===== src/rtl/serial_subtractor_16bit.sv =====
// rtl/serial_subtractor_16bit.sv - bit-serial unsigned subtractor with start/busy/done handshake
//
// Computes difference = a - b - borrow_in (mod 2^NUM_BITS), one bit per clock,
// LSB first, and reports the final borrow out of the MSB as underflow.
//
// Ports:
//   clk        system clock, all state changes on rising edge
//   rst        synchronous active-high reset, priority over start
//   start      request to begin; accepted in IDLE or DONE
//   a, b       minuend / subtrahend, sampled only on the accepting edge
//   borrow_in  initial borrow, sampled only on the accepting edge
//   busy       high while bits are being processed
//   done       high while difference/underflow hold a valid result
//   difference result register (partial while busy)
//   underflow  borrow out of bit NUM_BITS-1 (1 iff a < b + borrow_in)

module serial_subtractor_16bit #(
  parameter int NUM_BITS = 16
) (
  input  logic                clk,
  input  logic                rst,
  input  logic                start,
  input  logic [NUM_BITS-1:0] a,
  input  logic [NUM_BITS-1:0] b,
  input  logic                borrow_in,
  output logic                busy,
  output logic                done,
  output logic [NUM_BITS-1:0] difference,
  output logic                underflow
);

  localparam int CW = $clog2(NUM_BITS);

  localparam logic [1:0] IDLE = 2'd0;
  localparam logic [1:0] RUN  = 2'd1;
  localparam logic [1:0] DONE = 2'd2;

  localparam logic [CW-1:0] LAST = CW'(NUM_BITS - 1);

  logic [1:0]          state;
  logic [NUM_BITS-1:0] a_sh;
  logic [NUM_BITS-1:0] b_sh;
  logic                br;
  logic [CW-1:0]       cnt;

  logic a_i;
  logic b_i;
  logic d_i;
  logic br_next;

  // Full-subtractor cell for the bit currently at the bottom of the operand shifters.
  assign a_i     = a_sh[0];
  assign b_i     = b_sh[0];
  assign d_i     = a_i ^ b_i ^ br;
  assign br_next = (~a_i & b_i) | (~(a_i ^ b_i) & br);

  assign busy = (state == RUN);
  assign done = (state == DONE);

  always_ff @(posedge clk) begin
    if (rst) begin
      state      <= IDLE;
      a_sh       <= '0;
      b_sh       <= '0;
      br         <= 1'b0;
      cnt        <= '0;
      difference <= '0;
      underflow  <= 1'b0;
    end else begin
      case (state)
        IDLE, DONE: begin
          if (start) begin
            a_sh       <= a;
            b_sh       <= b;
            br         <= borrow_in;
            cnt        <= '0;
            difference <= '0;
            underflow  <= 1'b0;
            state      <= RUN;
          end
        end
        RUN: begin
          // New bit enters at the MSB so the result is right-aligned after NUM_BITS shifts.
          difference <= {d_i, difference[NUM_BITS-1:1]};
          a_sh       <= {1'b0, a_sh[NUM_BITS-1:1]};
          b_sh       <= {1'b0, b_sh[NUM_BITS-1:1]};
          br         <= br_next;
          cnt        <= cnt + 1'b1;
          if (cnt == LAST) begin
            underflow <= br_next;
            state     <= DONE;
          end
        end
        default: state <= IDLE;
      endcase
    end
  end

endmodule


===== config.mk =====
export PLATFORM = sky130hd
export DESIGN_NAME = serial_subtractor_16bit
export DESIGN_NICKNAME = d
export VERILOG_FILES = /design/src/rtl/serial_subtractor_16bit.sv
export SDC_FILE = /design/constraint.sdc
export NUM_CORES = 1
export LEC_CHECK = 0
export BUFFER_PORTS_ARGS = -buffer_cell sky130_fd_sc_hd__buf_2
export CAP_MARGIN = 15
export CELL_PAD_IN_SITES_DETAIL_PLACEMENT = 1
export CELL_PAD_IN_SITES_GLOBAL_PLACEMENT = 2
export CORE_ASPECT_RATIO = 1.4
export CORE_UTILIZATION = 28
export DETAILED_ROUTE_END_ITERATION = 16
export GPL_ROUTABILITY_DRIVEN = 0
export PLACE_DENSITY = 0.77
export REMOVE_ABC_BUFFERS = 1
export SYNTH_ARGS = -nofsm -noshare
export SYNTH_HDL_FRONTEND = slang
export SYNTH_SLANG_ARGS = --single-unit

===== constraint.sdc =====
create_clock -name clk -period 1.2 [get_ports clk]
set_input_delay 0.18 -clock clk [delete_from_list [all_inputs] [get_ports clk]]
set_output_delay 0.18 -clock clk [all_outputs]
set_load 0.005 [all_outputs]

==> out/metrics.yaml <==
clock_tree:
  clock_sinks: 56
  cts-hold-fix-buffers: 0
  root_buffer: "clkbuf_8"
  cts.clk_slew.worst_paths_ns: 0.10
  htreeDepth: 2
  cts_buffers: 5
  insertion_delay_ns: 0.32
  clockBufferDepth: 2
  cts_tree: "done"
critical_path:
  end_kind: "flop"
  path_class: "flop to flop"
  cp_data_arrival_time_ns: 1.54
  cp.required_ns: 1.45
  path_max_fanout: 2
  crit_path_start_kind: "flop"
  crit_slowest_cell: "or3_4"
  crit_chain: "inv_2 -> fa_2 -> or3_4 -> a21oi_2"
  max_stage_delay_ns: 0.38
synth:
  synth-seq-area-share_pct: 49.6
  synth_top_area_cell: "dfxtp_1"
  async_flop_share_pct: 0
  syn_area_per_cell_um2: 8.65
  synth.mux.area_fraction_pct: 0.997
  syn_inst: 261
  synthSimpleGateAreaFrac_pct: 17.7
  synthTopCellsByCount: "dfxtp_1, a21oi_1, nand3_1"
  yosys.area_share.adder_pct: 1.44
  yosysUniqueCellTypes: 25
  ys.flop_type: "dfxtp_1"
  synth_seq_cells: 56
  syn-cell-area_um2: 2260
  synth_compound_area_share_pct: 23.6
  synth_top_family_by_area: "compound AO/OA/AOI/OAI gates"
  synthXorXnorAreaFrac_pct: 0
  synth_top_area_share_pct: 49.6
  ys.warnings.count: 0
  synthTopCellsByArea: "dfxtp_1, a21oi_1, nand3_1"
  synth_edf_count: 0
  synth.most_common_cell: "dfxtp_1"
cells_and_area:
  num_antenna_cells: 0
  nFillCells: 919
  final_util_pct: 40.7
  area_growth_syn_to_layout_pct: 40.5
  drive_gt1_share_pct: 44.2
  fin_area_um2: 3170
  nets: 358
floorplan:
  num_rows: 38
  core-area_um2: 7800
  die-area_um2: 8430
  die_h_um: 108
  ios: 55
  start_util_pct: 29.0
  die_w_um: 77.9
routing:
  postRouteAntennaNets: 0
  wl_um: 6290
  wl_met1_um: 2680
  first_pass_iters: 4
  wl_met2_um: 3370
  drc: 0
  wire_per_inst_um: 14.9
  wl_met3_um: 184
  dr.first_iter.drc_count: 77
  highest_layer: "met4"
  vias_per_cell: 5.16
  num_vias: 2173
placement:
  portBuffers: 54
  dp_worst_setup_slack_ns: -0.156
  place_area_um2: 2720
  dp_hpwl_um: 4010
timing:
  whs_ns: 0.107
  fin_crit_ns: 1.28
  worst_pin_slew_ns: 0.215
  fin_ws_ns: -0.0837
  slew_headroom_pct: 85.6
  final_hold_viol_count: 0
  slew_viol_final: 0
  fmax_mhz: 779
  rsz0062_at_grt: "true"
  fin_skew_ns: 0.0142
  period_share_pct: 107
  setup_viol: 3
run:
  cap_violations: 0
status:
  outcome: "finished, violations left"
  failed_checks: "setup timing"
power:
  power_mw: 3.75
  p_comb_share_pct: 18.5
  ir_drop_uv: 495
  p_int_mw: 2.69
  pwr-share-seq_pct: 53.6
  power.share.clock_pct: 27.9
  leakagePower_nw: 1.17
  switchingPower_mw: 1.06
  switching_share_pct: 28.4
  power.density_nw_per_um2: 1180
worst_hold_path:
  hp-class: "input pin to flop"
grt:
  grt_pass1_vias: 2187
  grt_max_degree: 34
  antenna_found_initial: 0
  grt_overflow: 0
  grt_usage_pct: 15.2
  grt_pass1_wl_um: 10200
sequential cells by signal, indices dropped and copies added (netlist names):
register	cells
underflow	1
cnt	4
b_sh	16
state	2
a_sh	16
br	1
difference	16
cells by family (layout without fill, tap and decap cells):
kind of cell / after synthesis / count (layout)
simple gates: 82 / 82
mux: 2 / 2
buf+inv: 31 / 91
flops: 56 / 56
fa+ha+maj: 2 / 2
compound gates: 88 / 88
per-stage QoR:
stage | std cells | setup TNS (ns)
4_1_cts | 418 | -0.167
3_3_place_gp | 407 | -0.510
5_1_grt | 421 | -1.24
2_1_floorplan | 234 | -67.85
3_5_place_dp | 407 | -0.955
6_report | 421 | -0.146
cell usage in the layout (no fill, tap or decap), types with 2 or more instances in the layout:
cell	n
buf_2	53
nand3_1	51
a21oi_1	50
dfxtp_1	49
a22oi_2	29
nand2_1	18
buf_4	9
buf_6	7
dfxtp_2	5
clkbuf_8	5
buf_12	5
a21oi_2	4
buf_8	3
clkinv_4	2
inv_1	2
mux2_2	2
nor2_1	2
clkinv_2	2
clkbuf_16	2
dfxtp_4	2
layout make-up:
cell class | count | area [um^2] | share of cell area, %
inverters | 4 | 20.0 | 0.631
clock buffers | 5 | 68.8 | 2.17
repair buffers | 79 | 607 | 19.1
flip-flops and latches | 56 | 1130 | 35.8
clock inverters | 3 | 18.8 | 0.591
multi-input cells | 174 | 1200 | 37.8
well taps | 100 | 125 | 3.94
final timing paths:
| path | end | depth (start not counted) | from | slack (ns) |
|---|---|---|---|---|
| worst max-delay path | underflow | 4 | br | -0.08 |
| worst min-delay path | a_sh[15] | 3 | a[15] | 0.11 |
| worst max register to register | underflow | 4 | br | -0.08 |
| worst min register to register | difference[7] | 2 | difference[8] | 0.46 |
per-layer routing:
layer | GRT usage, % | up-vias
met3 | 2.87 | 4
met1 | 18.3 | 1077
met4 | 4.76 | 0
met5 | 0 | -
li1 | - | 1055
met2 | 27.2 | 37
worst max-delay path: cells and delay by family, from the launching register on:
family	cells	cell delay (ns)
AOI/OAI and AO/OA	1	0.11
buffers and inverters	1	0.04
adders and majority gates	1	0.36
DFF	1	0.35
and+or+nand+nor	1	0.38
repair_timing:
item,CTS,global route
resized for setup,40,30
pin swaps,13,27
buffers inserted,3,0
endpoints found under the setup margin,40,41
gates cloned,0,3
power by group through the flow:
stage / Sequential, mW / Combinational, mW / Clock [mW]
3_5_place_dp: 2.04 / 0.538 / 0
6_report: 2.01 / 0.695 / 1.05
4_1_cts: 2.01 / 0.620 / 1.09
3_3_place_gp: 2.03 / 0.531 / 0
2_1_floorplan: 2.02 / 0.251 / 0
5_1_grt: 2.02 / 0.757 / 1.19
Power figures use the tool's default switching activity.
